[src/rtl/xbar_fifo_pkg.sv]
// Shared crossbar FIFO types and helpers: W-beat record and wrap-around pointer increment.
package xbar_fifo_pkg;

  parameter int W_DATA_WIDTH = 32;
  parameter int W_STRB_WIDTH = W_DATA_WIDTH / 8;

  typedef struct packed {
    logic [W_DATA_WIDTH-1:0] data;
    logic [W_STRB_WIDTH-1:0] strb;
    logic                    last;
  } w_beat_t;

  // Explicit wrap so non-power-of-two depths work.
  function automatic int unsigned ptr_inc(input int unsigned ptr, input int unsigned depth);
    return (ptr == depth - 1) ? 0 : ptr + 1;
  endfunction

endpackage

[src/rtl/w_burst_fifo_ptr.sv]
// Wrap-around pointer counter with enable, range 0..DEPTH-1.
module w_burst_fifo_ptr
  import xbar_fifo_pkg::*;
#(
  parameter int DEPTH = 8,
  localparam int PW   = $clog2(DEPTH)
) (
  input  logic          ACLK,
  input  logic          ARESETn,
  input  logic          en,
  output logic [PW-1:0] ptr
);

  always_ff @(posedge ACLK) begin
    if (!ARESETn)
      ptr <= '0;
    else if (en)
      ptr <= PW'(ptr_inc(32'(ptr), DEPTH));
  end

endmodule

[src/rtl/w_burst_fifo.sv]
// AXI W-channel buffer with beat/burst occupancy and almost-full flag.
// Define W_FIFO_STORE_FWD_EN to hold beats until their whole burst is buffered.
module w_burst_fifo
  import xbar_fifo_pkg::*;
#(
  parameter int DATA_WIDTH   = 32,
  parameter int STRB_WIDTH   = DATA_WIDTH / 8,
  parameter int DEPTH        = 8,
  parameter int AFULL_THRESH = DEPTH - 2,
  localparam int CW          = $clog2(DEPTH + 1)
) (
  input  logic                  ACLK,
  input  logic                  ARESETn,
  input  logic [DATA_WIDTH-1:0] s_WDATA,
  input  logic [STRB_WIDTH-1:0] s_WSTRB,
  input  logic                  s_WLAST,
  input  logic                  s_WVALID,
  output logic                  s_WREADY,
  output logic [DATA_WIDTH-1:0] m_WDATA,
  output logic [STRB_WIDTH-1:0] m_WSTRB,
  output logic                  m_WLAST,
  output logic                  m_WVALID,
  input  logic                  m_WREADY,
  output logic [CW-1:0]         count,
  output logic [CW-1:0]         burst_count,
  output logic                  almost_full,
  output logic                  err_oversize
);

  localparam int PW = $clog2(DEPTH);

  typedef struct packed {
    logic [DATA_WIDTH-1:0] data;
    logic [STRB_WIDTH-1:0] strb;
    logic                  last;
  } beat_t;

  beat_t         mem [DEPTH];
  logic [PW-1:0] wr_ptr;
  logic [PW-1:0] rd_ptr;
  logic          push;
  logic          pop;
  logic          burst_in;
  logic          burst_out;
  beat_t         head;

  // Ready looks only at registered occupancy, so no path from m_WREADY.
  assign s_WREADY    = ARESETn & (count != CW'(DEPTH));
  assign almost_full = ARESETn & (count >= CW'(AFULL_THRESH));

`ifdef W_FIFO_STORE_FWD_EN
  logic err_q;

  assign m_WVALID     = ARESETn & (count != '0) & (burst_count != '0);
  assign err_oversize = err_q;

  always_ff @(posedge ACLK) begin
    if (!ARESETn)
      err_q <= 1'b0;
    else if ((count == CW'(DEPTH)) && (burst_count == '0))
      err_q <= 1'b1;
  end
`else
  assign m_WVALID     = ARESETn & (count != '0);
  assign err_oversize = 1'b0;
`endif

  assign push      = s_WVALID & s_WREADY;
  assign pop       = m_WVALID & m_WREADY;
  assign burst_in  = push & s_WLAST;
  assign burst_out = pop & m_WLAST;

  w_burst_fifo_ptr #(.DEPTH(DEPTH)) u_wr_ptr (
    .ACLK    (ACLK),
    .ARESETn (ARESETn),
    .en      (push),
    .ptr     (wr_ptr)
  );

  w_burst_fifo_ptr #(.DEPTH(DEPTH)) u_rd_ptr (
    .ACLK    (ACLK),
    .ARESETn (ARESETn),
    .en      (pop),
    .ptr     (rd_ptr)
  );

  always_ff @(posedge ACLK) begin
    if (push)
      mem[wr_ptr] <= '{data: s_WDATA, strb: s_WSTRB, last: s_WLAST};
  end

  assign head    = mem[rd_ptr];
  assign m_WDATA = head.data;
  assign m_WSTRB = head.strb;
  assign m_WLAST = head.last;

  always_ff @(posedge ACLK) begin
    if (!ARESETn) begin
      count       <= '0;
      burst_count <= '0;
    end else begin
      if (push && !pop)
        count <= count + CW'(1);
      else if (pop && !push)
        count <= count - CW'(1);

      if (burst_in && !burst_out)
        burst_count <= burst_count + CW'(1);
      else if (burst_out && !burst_in)
        burst_count <= burst_count - CW'(1);
    end
  end

endmodule
[config.mk]
export PLATFORM = sky130hd
export DESIGN_NAME = w_burst_fifo
export DESIGN_NICKNAME = d
export VERILOG_FILES = /design/src/rtl/xbar_fifo_pkg.sv /design/src/rtl/w_burst_fifo_ptr.sv /design/src/rtl/w_burst_fifo.sv
export SDC_FILE = /design/constraint.sdc
export NUM_CORES = 1
export LEC_CHECK = 0
export CORE_UTILIZATION = 35
export DETAILED_ROUTE_END_ITERATION = 10
export PLACE_DENSITY = 0.5
export SLEW_MARGIN = 10
export SYNTH_ARGS = -nofsm -noshare
export SYNTH_HDL_FRONTEND = slang
export SYNTH_SLANG_ARGS = --single-unit
[constraint.sdc]
create_clock -name ACLK -period 6.6 [get_ports ACLK]
set_input_delay 0.66 -clock ACLK [delete_from_list [all_inputs] [get_ports ACLK]]
set_output_delay 0.66 -clock ACLK [all_outputs]
set_load 0.005 [all_outputs]
# Yosys cells after proc, flatten, opt, wreduce, memory -nomap -nowiden
# Memories as Yosys holds them, arrays and structs flattened. A register that Yosys moved wholly into a read port is not among the register bits.
# Index checks and enable logic that the tools add are counted.
# totals
reg_bits,14
inputBits,41
mem_count,1
romBits,0
mem_bits_rw,296
elab_cells,43
latch_bits,0
# op_classes
n_reduce_logical,11
n_div,0
addsub,6
n_shift,0
n_bitwise,7
n_mux,10
n_lt_le_gt_ge,1
n_eq_ne,3
mul,0
# memory_table
memory,words,word_bits,read_ports,rd_clocked_by_memory_dff,write_ports,line,text
mem,8,37,1,1,1,w_burst_fifo.sv:38,beat_t mem [DEPTH];
# op_table
op,n
two-way mux 4 bit,4
two-way mux 3 bit,4
adder 4 x 1 -> 4 bit (second input constant),2
subtractor 4 x 1 -> 4 bit (second input constant),2
AND 1 bit,7
adder 3 x 1 -> 3 bit (second input constant),2
== test 3 bit (second input constant),2
>= comparator 4 x 3 -> 1 bit (second input constant),1
logical AND 1 bit,4
logical NOT 1 bit,4
!= test 4 bit (second input constant),1
nonzero test 2 bit,2
nonzero test 4 bit,1
two-way mux 1 bit,2

# Longest topological paths before layout
# Gate-level depths: netlist (run 1).
# depth
depth_word,8
mapped_depth,11
ltp_nobuf,11

# Hierarchy
# A second synthesis (run 1) with hierarchy kept.
# hier_totals
cells_unflattened,533
area_unflattened_um2,12019.0
# by_module_without_submodules
module,cells_per_inst,instances,seq_area_each_um2,area_each_um2
w_burst_fifo,507,1,9048.7,11723.7
w_burst_fifo_ptr,13,2,60.1,147.6

# Least setup slack after synthesis (run 1)
# No wires, ideal clock.
# synth_path
kind,in2reg
startpoint,in ARESETn
endpoint,"mem mem[0][0] (netlist name), enable pin"
setup_ps,524
path_stages,3
setup_slack_ps,1396
arrival_time_ps,4680
t_required_ps,6076
cell_sequence,clkbuf_1 -> nand3_2 -> nor4_1
# synth_between
elab_chain_len,4
# synth_rtl
item,line,text
"start, declared",w_burst_fifo.sv:13,"input logic ARESETn,"
AND 1 bit,w_burst_fifo.sv:48,assign s_WREADY = ARESETn & (count != CW'(DEPTH));
AND 1 bit,w_burst_fifo.sv:68,assign push = s_WVALID & s_WREADY;
two-way mux 1 bit,w_burst_fifo.sv:88,if (push)
two-way mux 1 bit (implied by the code),w_burst_fifo.sv:89,"mem[wr_ptr] <= '{data: s_WDATA, strb: s_WSTRB, last: s_WLAST};"
"end, declared",w_burst_fifo.sv:38,
# No other way between the ends.

==> results of run 1 <==
-- routing by layer --
metal | vias to the layer above | GRT usage, % | part of all wire, %
met4 | 2 | 3.94 | 2.0
met3 | 43 | 3.11 | 4.7
met1 | 2960 | 19.7 | 46
met5 | - | 0 | 0.033
met2 | 118 | 23.2 | 47
li1 | 2457 | - | -
-- kinds of logic after synthesis --
family / count (synthesis)
compound gates: 13
fa+ha+maj: 12
xor+xnor: 4
mux: 115
flops: 313
other cells: 1
simple gates: 48
buf+inv: 29
-- cells in the mapped netlist (2+ instances only) --
master    instances  area share, %
nor2b_1           3           0.16
mux2_2           37            3.5
mux2i_1           4           0.33
ha_1             10            1.0
o31ai_1           2           0.12
fa_1              2           0.33
o21ai_0           3           0.12
mux4_2           74             14
a21oi_1           3           0.12
nand3_1           8           0.33
nor2_1            5           0.16
buf_2             9           0.37
xnor2_1           4           0.29
inv_1             4           0.12
a31oi_1           2           0.10
nand2b_1          5           0.26
dfxtp_1          17            2.8
edfxtp_1        296             74
clkbuf_1          8           0.25
a211oi_1          2           0.12
buf_6             7           0.65
nand2_1          13           0.40
nor3_1            4           0.17
and2_1            7           0.36
-- layout make-up --
class,instances,area (um2)
timing repair buffer,103,993
sequential,313,9240
multi-input combinational,193,2710
fill,2909,19100
clock inverter,15,191
inverter,4,15.0
tap,448,561
clock buffer,46,917
-- per-stage QoR --
step,area (um2),cells,total power (uW)
2_1_floorplan,12100,535,3160
3_3_place_gp,13500,1061,3610
3_5_place_dp,13500,1061,3630
4_1_cts,14600,1122,5520
5_1_grt,14600,1122,5680
6_report,14600,1122,5420
-- where the power goes --
group,internal (uW),switching (uW)
Combinational,706,407
Clock,1140,730
Sequential,2280,163
Total,4120,1300
-- sequential cells by signal, indices dropped and copies added (netlist names), named ones only --
name          cells
burst_count       4
count             4
mem             296
u_rd_ptr.ptr      3
u_wr_ptr.ptr      3
-- worst paths after layout --
kind,startpoint,to,depth (start not counted)
setup reg to reg,register,burst_count[3],11
hold reg to reg,u_rd_ptr.ptr[1],register,2
hold / removal,u_rd_ptr.ptr[1],register,2
setup / recovery,register,m_WSTRB[1],4
-- worst max-delay path: cells and delay by family, from the launching register on --
kind	cells	cell delay (ps)
muxes	2	890
buffers and inverters	2	1130
DFF	1	1020
==> results.json, run 1 <==
{
  "place_congestion": 0.687,
  "relSlewSlack_pct": 33.0,
  "synth-seq-area-share_pct": 76.5,
  "synthAdderAreaFrac_pct": 1.37,
  "dp_hpwl_mm": 13.1,
  "place.port_buffers": 88,
  "start_util_pct": 35.8,
  "core-area_mm2": 0.0337,
  "clock_latency_ps": 500,
  "cp_slowest_stage_delay_ps": 1020,
  "timing.final.hold_violations": 0,
  "cts_root_buf": "clkbuf_16",
  "cp.required_ps": 5940,
  "leakagePower_uw": 0.00456,
  "critPathMaxFanout": 47,
  "num-nets-final": 702,
  "cap_violations": 0,
  "cts.sinks": 313,
  "cts_tree": "done",
  "slowest_stage": "dfxtp_4",
  "die_w_um": 188,
  "clock.fmax_mhz": 236,
  "synth.distinct_cells": 30,
  "grt_max_degree": 48,
  "final_cell_mix": "edfxtp_1 (296), clkdlybuf4s50_1 (88), mux4_2 (74)",
  "fin_crit_ps": 4230,
  "p_per_area_mw_per_mm2": 371,
  "drive_above_1_share_pct": 27.2,
  "drt-pass1-iter-count": 4,
  "io_pins": 90,
  "die_y_um": 188,
  "die-area_mm2": 0.0352,
  "wl_mm": 24.5,
  "antenna_found_initial": 1,
  "final_common_cell": "edfxtp_1",
  "setup_tns_ps": 0,
  "cts_resized": 0,
  "vias": 5580,
  "synth_xor_area_share_pct": 0.290,
  "synth_nets": 588,
  "irDropWorstVdd_v": 0.000168,
  "syn_area_per_cell_um2": 22.5,
  "setup_viol": 0,
  "drt_iter0_markers": 320,
  "netlist_area_mm2": 0.0121,
  "ys_async_sr_fraction_pct": 0,
  "fin_skew_ps": 17.2,
  "grt_overflow": 0,
  "num_rows": 67,
  "arrival_ps": 3570,
  "route.detailed.drc": 0,
  "vias_per_cell": 4.97,
  "cts_buffer_depth": 3,
  "wl_per_cell_um": 21.9,
  "synth_top_family_by_area": "multiplexers",
  "cts_hold_buf": 0,
  "rsz0062_at_grt": "no",
  "n_antenna_cell": 0,
  "cts_buffers": 34,
  "htreeDepth": 2,
  "yosys_register_bits": 313,
  "synth_cells": 535,
  "fin_util_pct": 43.4,
  "worst_hold_path_type": "reg2reg",
  "setup_slack_ps": 2370,
  "finalCritPeriodShare_pct": 64.1,
  "yosys_warnings": 0,
  "drtAntennaViolNets": 0,
  "area_delta_synth_final_pct": 21.2,
  "critPathCaptureType": "primary output",
  "rrSetupSlack_ps": 3040,
  "post-cts-setup-buffers": 0,
  "finalMaxSlewViolations": 0,
  "synthMuxAreaShare_pct": 17.6,
  "place_ws_ps": 2740,
  "crit_type": "reg2out",
  "hold_ws_ps": 490,
  "grt_pass1_vias": 6019,
  "crit_path_cell_trace": "buf_4 > mux4_2 > mux2_2 > clkdlybuf4s50_1",
  "synth-edff-count": 296,
  "grt_use_total_pct": 14.4,
  "synth-main-ff-cell": "edfxtp_1",
  "grt_pass1_wl_mm": 37.6,
  "synth-simple-area-share_pct": 2.05,
  "synth_compound_area_share_pct": 0.695,
  "start_kind": "register",
  "worst_pin_slew_ps": 1000,
  "clk_pin_slew_ps": 60,
  "status": "finished clean"
}
Power figures use the tool's default switching activity.
==> inputs of run 2 (changes only) <==
--- a/config.mk
+++ b/config.mk
@@ -7,7 +7,7 @@
 export LEC_CHECK = 0
 export CORE_UTILIZATION = 35
 export DETAILED_ROUTE_END_ITERATION = 10
-export PLACE_DENSITY = 0.5
+export PLACE_DENSITY = 0.52
 export SLEW_MARGIN = 10
 export SYNTH_ARGS = -nofsm -noshare
 export SYNTH_HDL_FRONTEND = slang
==> constraint.sdc (replaced) <==
create_clock -name ACLK -period 3.8 [get_ports ACLK]
set_input_delay 0.38 -clock ACLK [delete_from_list [all_inputs] [get_ports ACLK]]
set_output_delay 0.38 -clock ACLK [all_outputs]
set_load 0.005 [all_outputs]
==> run 2 against run 1 <==
Compared with the run above: register-to-register slack worse by 2100 ps; non-clock buffer count is 3 higher; global-route usage is 0.41 points lower; cell area is 0.46% higher; critical endpoint is now m_WSTRB[3]; largest cell class unchanged; largest power group unchanged; highest routed layer unchanged.
==> results.json, run 2 (synthesis gave the netlist of run 1 again) <==
{
  "drt-pass1-iter-count": 4,
  "seqCellArea_mm2": 0.00924,
  "cts_tree": "done",
  "core-area_mm2": 0.0337,
  "clock_latency_ps": 500,
  "clock.fmax_mhz": 293,
  "finalCritPeriodShare_pct": 89.9,
  "place.port_buffers": 88,
  "drtAntennaViolNets": 0,
  "final_common_cell": "edfxtp_1",
  "clk_pin_slew_ps": 50,
  "drive_above_1_share_pct": 27.2,
  "critical_path_buf_inv_count": 2,
  "status": "finished clean",
  "grt_pass1_vias": 6203,
  "p_per_area_mw_per_mm2": 638,
  "grt_overflow": 0,
  "rrSetupSlack_ps": 900,
  "vias": 5561,
  "r2r_end": "burst_count[3]",
  "num_rows": 67,
  "start_util_pct": 35.8,
  "largest_register_ffs": 296,
  "fin_crit_ps": 3410,
  "dpl.cell_count": 1064,
  "cts_buffers": 34,
  "post-cts-setup-buffers": 0,
  "rr_startpoint": "count[0]",
  "reg2regPathDepth": 12,
  "crit_path_cell_trace": "buf_4 > mux4_2 > mux2_2 > clkdlybuf4s50_1",
  "num-nets-final": 705,
  "cts_hold_buf": 0,
  "start_kind": "register",
  "cp_slowest_stage_delay_ps": 730,
  "place_area_mm2": 0.0136,
  "antenna_found_initial": 3,
  "cts_buffer_depth": 3,
  "final_cell_mix": "edfxtp_1 (296), clkdlybuf4s50_1 (88), mux4_2 (74)",
  "worst_pin_slew_ps": 972,
  "cts_root_buf": "clkbuf_16",
  "setup.worst_path.end": "m_WSTRB[3]",
  "cap_violations": 0,
  "grt_pass1_wl_mm": 37.0,
  "fin_skew_ps": 12.9,
  "n_antenna_cell": 0,
  "route.detailed.drc": 0,
  "crit_type": "reg2out",
  "relSlewSlack_pct": 35.2,
  "fillers": 2923,
  "vias_per_cell": 4.96,
  "wl_mm": 23.9,
  "rsz0062_at_grt": "no",
  "setup_viol": 0,
  "area_delta_synth_final_pct": 21.8,
  "wl_per_cell_um": 21.3,
  "dp_hpwl_mm": 13.2,
  "worst_hold_path_type": "reg2reg",
  "reg_top3": "mem x296, burst_count x4, count x4",
  "io_pins": 90,
  "stdcell_area_mm2": 0.0147,
  "arrival_ps": 3030,
  "htreeDepth": 2,
  "slowest_stage": "buf_4",
  "critPathCaptureType": "primary output",
  "cts_resized": 0,
  "grt_use_total_pct": 14.0,
  "fin_cells": 1122,
  "cp.required_ps": 3420,
  "irDropWorstVdd_v": 0.000386,
  "timing.final.hold_violations": 0,
  "critPathTopFamily": "buffers and inverters",
  "die-area_mm2": 0.0352,
  "place_congestion": 0.717,
  "drt_iter0_markers": 228,
  "leakagePower_uw": 0.00457,
  "finalMaxSlewViolations": 0,
  "die_w_um": 188,
  "die_y_um": 188,
  "crit_cells": 4,
  "grt_max_degree": 47,
  "multi_input_area_mm2": 0.00272,
  "critPathMaxFanout": 46,
  "cts.sinks": 313,
  "regMostFlops": "mem"
}
-- run 2: worst min path at each step --
| stage | startpoint | endpoint | slack, ps | cells after the start |
|---|---|---|---|---|
| final | burst_count[3] | burst_count[3] | 490 | 2 |
| after global routing | burst_count[3] | burst_count[3] | 530 | 2 |
| after CTS | burst_count[3] | burst_count[3] | 490 | 2 |
| after detailed placement | burst_count[3] | burst_count[3] | 480 | 2 |
| after global placement | u_rd_ptr.ptr[1] | register | 460 | 2 |
| after floorplan | u_rd_ptr.ptr[1] | register | 450 | 2 |
-- run 2: cell type report --
cell class	instances	share of cell area, %
clock buffer	46	6.53
clock inverter	12	0.877
inverter	4	0.102
multi-input combinational	193	18.5
sequential	313	62.9
tap	448	3.82
timing repair buffer	106	7.26
-- run 2: power breakdown --
group | leakage (uW) | internal (uW) | total [uW] | switching [uW]
logic | 0.00124 | 1240 | 2080 | 840
registers | 0.00281 | 3960 | 4110 | 145
clock network | 0.000524 | 1960 | 3190 | 1230
-- run 2: per-stage QoR --
step           power [uW]  setup WS (ps)  hold WS, ps  TNS, ps  util, %
4_1_cts              9520            292          493        0     43.6
3_3_place_gp         6260            871          464        0     40.4
2_1_floorplan        5490           -142          451   -15770        -
3_5_place_dp         6310            828          483        0     40.4
6_report             9380            386          488        0     43.6
5_1_grt              9790            188          526        0     43.6
-- run 2: layer usage --
layer	GRT usage (%)	part of all wire (%)	wire (um)
met4	4.03	2.1	505
met3	2.98	4.9	1170
met1	18.4	44	10500
met5	0	0.17	40
met2	23.3	49	11600
-- run 2: worst min-delay path, stage by stage (launching register included) --
cell and delay (ps):
dfxtp_1 320, nand2_1 60, mux2i_1 60
==> inputs of run 3 (changes only) <==
--- a/config.mk
+++ b/config.mk
@@ -5,9 +5,9 @@
 export SDC_FILE = /design/constraint.sdc
 export NUM_CORES = 1
 export LEC_CHECK = 0
-export CORE_UTILIZATION = 35
+export CORE_UTILIZATION = 58
 export DETAILED_ROUTE_END_ITERATION = 10
-export PLACE_DENSITY = 0.52
+export PLACE_DENSITY = 0.77
 export SLEW_MARGIN = 10
 export SYNTH_ARGS = -nofsm -noshare
 export SYNTH_HDL_FRONTEND = slang
==> constraint.sdc (replaced) <==
create_clock -name ACLK -period 3.4 [get_ports ACLK]
set_input_delay 0.34 -clock ACLK [delete_from_list [all_inputs] [get_ports ACLK]]
set_output_delay 0.34 -clock ACLK [all_outputs]
set_load 0.005 [all_outputs]
==> run 3 against run 2 <==
Compared with the run above: register-to-register slack worse by 190 ps; non-clock buffer count up 5; utilization up 27 points; final cell count down 16%; sequential cell count unchanged; combinational power up 13%; via count up 0.56%.
==> results.json, run 3 (synthesis gave the netlist of run 1 again) <==
{
  "start_kind": "register",
  "grt_use_total_pct": 21.7,
  "clk_pin_slew_ps": 60,
  "setup_viol": 0,
  "critPathCaptureType": "primary output",
  "use_met2_pct": 37.4,
  "drt_iter0_markers": 425,
  "hold_ws_ps": 501,
  "grt_pass1_wl_mm": 34.6,
  "worst_hold_path_type": "reg2reg",
  "place.port_buffers": 88,
  "rsz0062_at_grt": "no",
  "n_antenna_cell": 0,
  "clock.fmax_mhz": 324,
  "cts_buffer_depth": 3,
  "cts_buffers": 30,
  "r2r_end": "burst_count[3]",
  "timing.final.hold_violations": 0,
  "area_delta_synth_final_pct": 18.7,
  "critPathMaxFanout": 26,
  "vias": 5592,
  "post-cts-setup-buffers": 0,
  "reg2regPathDepth": 11,
  "worst_pin_slew_ps": 650,
  "htreeDepth": 1,
  "drtAntennaViolNets": 0,
  "combPwrFrac_pct": 23.5,
  "wl_mm": 22.3,
  "finalCritPeriodShare_pct": 90.8,
  "relSlewSlack_pct": 56.7,
  "final_cell_mix": "edfxtp_1 (296), clkdlybuf4s50_1 (88), mux4_2 (74)",
  "setup_tns_ps": 0,
  "cts.sinks": 313,
  "share_clk_of_total_power_pct": 31.2,
  "cts_hold_buf": 0,
  "irDropWorstVdd_v": 0.000521,
  "place_ws_ps": 653,
  "whs_path_depth": 2,
  "rr_startpoint": "count[0]",
  "switching_power_uw": 2420,
  "die_w_um": 146,
  "die_y_um": 146,
  "num_rows": 52,
  "grt_pass1_vias": 6048,
  "p_seq_share_pct": 45.3,
  "cts_root_buf": "clkbuf_16",
  "dp_hpwl_mm": 12.5,
  "arrival_ps": 2750,
  "wl_per_cell_um": 23.5,
  "cts_tree": "done",
  "setup.worst_path.end": "m_WDATA[27]",
  "route.detailed.drc": 0,
  "p_per_area_mw_per_mm2": 702,
  "vias_per_cell": 5.90,
  "finalMaxSlewViolations": 0,
  "antenna_found_initial": 0,
  "p_sw_share_pct": 24.1,
  "leakagePower_uw": 0.00452,
  "stdcell_area_mm2": 0.0143,
  "core-area_mm2": 0.0203,
  "die-area_mm2": 0.0214,
  "regMostFlops": "mem",
  "start_util_pct": 59.4,
  "setup_slack_ps": 311,
  "place_congestion": 0.747,
  "fillers": 1200,
  "largest_register_ffs": 296,
  "final_common_cell": "edfxtp_1",
  "io_pins": 90,
  "clock_latency_ps": 550,
  "met1_usage_pct": 29.7,
  "rrSetupSlack_ps": 710,
  "cp.required_ps": 3060,
  "place_area_mm2": 0.0134,
  "crit_type": "reg2out",
  "grt_overflow": 0,
  "use_met3_pct": 3.16,
  "fin_crit_ps": 3090,
  "cts_resized": 0,
  "num-nets-final": 706,
  "intPower_uw": 7630,
  "cap_violations": 0,
  "grt_busiest_layer": "met2",
  "status": "finished clean",
  "fin_skew_ps": 20.4,
  "drive_above_1_share_pct": 27.8,
  "drt-pass1-iter-count": 6,
  "grt_max_degree": 47,
  "reg_top3": "mem x296, burst_count x4, count x4"
}
[run 3: per-stage QoR]
| stage | cells | utilization (%) | power, uW |
|---|---|---|---|
| 2_1_floorplan | 535 | - | 6130 |
| 3_3_place_gp | 891 | 65.9 | 6960 |
| 3_5_place_dp | 891 | 65.9 | 7020 |
| 4_1_cts | 947 | 70.5 | 10200 |
| 5_1_grt | 947 | 70.5 | 10400 |
| 6_report | 947 | 70.5 | 10100 |
[run 3: how the worst min path moves through the flow]
stage | from | to | slack, ps
finish | burst_count[3] | burst_count[3] | 500
global route | s_WDATA[6] | mem[2][11] | 510
CTS | s_WDATA[6] | mem[1][11] | 500
detailed placement | burst_count[3] | burst_count[3] | 490
global placement | u_rd_ptr.ptr[1] | register | 470
floorplan | s_WLAST | mem[0][0] | 440
[run 3: power by group through the flow]
stage	combinational, uW	sequential (uW)	clock (uW)
after floorplan	1540	4590	0
after global placement	2340	4620	0
after detailed placement	2380	4640	0
after CTS	2410	4560	3180
after global routing	2550	4580	3320
final	2360	4560	3130
[run 3: area by class of cell]
| type | instances | area (um2) | area share (%) |
|---|---|---|---|
| Clock buffer | 35 | 791 | 5.52 |
| Clock inverter | 21 | 150 | 1.05 |
| Inverter | 4 | 15.0 | 0.105 |
| Multi-Input combinational cell | 193 | 2720 | 19.0 |
| Sequential cell | 313 | 9240 | 64.5 |
| Tap cell | 270 | 338 | 2.36 |
| Timing Repair Buffer | 111 | 1070 | 7.44 |
[run 3: worst max-delay path: stages (launching register included)]
cell and delay, ps:
dfxtp_4 390, buf_4 450, mux4_2 580, mux2_2 290
clkdlybuf4s50_1 470
[run 3: per-layer routing]
layer  vias to the layer above  part of all wire [%]
met3                        37                   5.0
met5                         -                     0
met1                      2926                    41
met4                         0                   2.1
met2                       171                    51
li1                       2458                     -
==> RTL edit (flow settings as in run 3) <==
Change the parameter `DATA_WIDTH` from 32 to 64.
--- a/src/rtl/w_burst_fifo.sv
+++ b/src/rtl/w_burst_fifo.sv
@@ -3,7 +3,7 @@
 module w_burst_fifo
   import xbar_fifo_pkg::*;
 #(
-  parameter int DATA_WIDTH   = 32,
+  parameter int DATA_WIDTH   = 64,
   parameter int STRB_WIDTH   = DATA_WIDTH / 8,
   parameter int DEPTH        = 8,
   parameter int AFULL_THRESH = DEPTH - 2,
Ports: changed (resized m_WDATA, m_WSTRB, s_WDATA and s_WSTRB); port bits go from 90 to 162. The function was not compared with the original's and may differ.
==> RTL edit against run 3 <==
Final area is 93% higher. Wire length increased by 92%. Total power increased by 88%. Count of clock-buffer cells in the layout up 40. First-iteration DRC count up 43%. Worst setup slack lost 0.089 ns. Sequential cell count up 288. Clock skew decreased by 0.0023 ns. Area after synthesis increased by 93%. Critical path type unchanged.
==> RTL edit: results (changes against run 3) <==
run status=completed (unchanged); global-route wire length before repair=64.0 mm (was 34.6 mm); end point of the critical path=m_WDATA[7] (was m_WDATA[27]); synth unique cells=32 (was 30); synth cell count leaders=edfxtp_1, mux4_1, mux2_2 (was edfxtp_1, mux4_2, mux2_2); Final HPWL DP=22.2 mm (was 12.5 mm); Area after DPL=25800 um^2 (was 13400 um^2); M1 GR Usage=28.9% (was 29.7%); total CTS buffers=57 (was 30); Non-clk bufs=188 (was 111); critical path arrival=2.84 ns (was 2.75 ns); vias per cell=5.94 (was 5.90); All-Layer GR Usage=21.2% (was 21.7%); synth top area cells=edfxtp_1, mux4_1, mux2_2 (was edfxtp_1, mux4_2, mux2_2); Hold Crit Endpoint=mem[7][70] (was burst_count[3]); P_clk=6.10 mW (was 3.13 mW); non-clk buf share=7.43% (was 7.44%); Crit path largest cell delay=0.63 ns (was 0.58 ns); number of synthesized flops with an enable pin=584 (was 296); met2 usage=35.3% (was 37.4%); met3 routed wirelength=2.12 mm (was 1.12 mm); fin nets=1242 (was 706); Clock Sinks=601 (was 313); H-tree levels=2 (was 1); post-synthesis mux area share=19.8% (was 17.6%); Worst path slowest cell=mux4_1 (was mux4_2); gp weighted congestion=0.709 (was 0.747); P_leak=8.85 nW (was 4.52 nW); clock buf count=75 (was 35); DRT Pass-1 Iters=4 (was 6); sequential-to-total area share from yosys stat=76.6% (was 76.5%); area of the multi-input gates=5250 um^2 (was 2720 um^2); Synth Area in Compound Gates=0.359% (was 0.695%); grt met3 use=4.64% (was 3.16%); crit path max fanout=62 (was 26)
[RTL edit: changes by cell type in the layout (fill, tap and decap cells not counted), moves of 27 or more]
cell	run 3	this run
edfxtp_1	296	584
mux4_1	0	124
clkdlybuf4s50_1	88	160
mux4_2	74	22
mux2_2	37	73
clkbuf_16	31	58
[RTL edit: through the flow]
stage / cells / hold slack (ns) / setup slack (ns) / setup TNS, ns / power, mW
floorplan: 951 / 0.439 / -0.620 / -143.36 / 11.3
global placement: 1617 / 0.466 / 0.618 / 0 / 12.9
detailed placement: 1617 / 0.492 / 0.570 / 0 / 13.0
CTS: 1725 / 0.412 / 0.167 / 0 / 19.1
global route: 1725 / 0.445 / 0.104 / 0 / 19.6
finish: 1727 / 0.448 / 0.223 / 0 / 18.9
[RTL edit: timing repair]
item,in CTS,in global routing
gates resized for setup,1,0
endpoints found under the setup margin,5,0
setup buffers,2,0
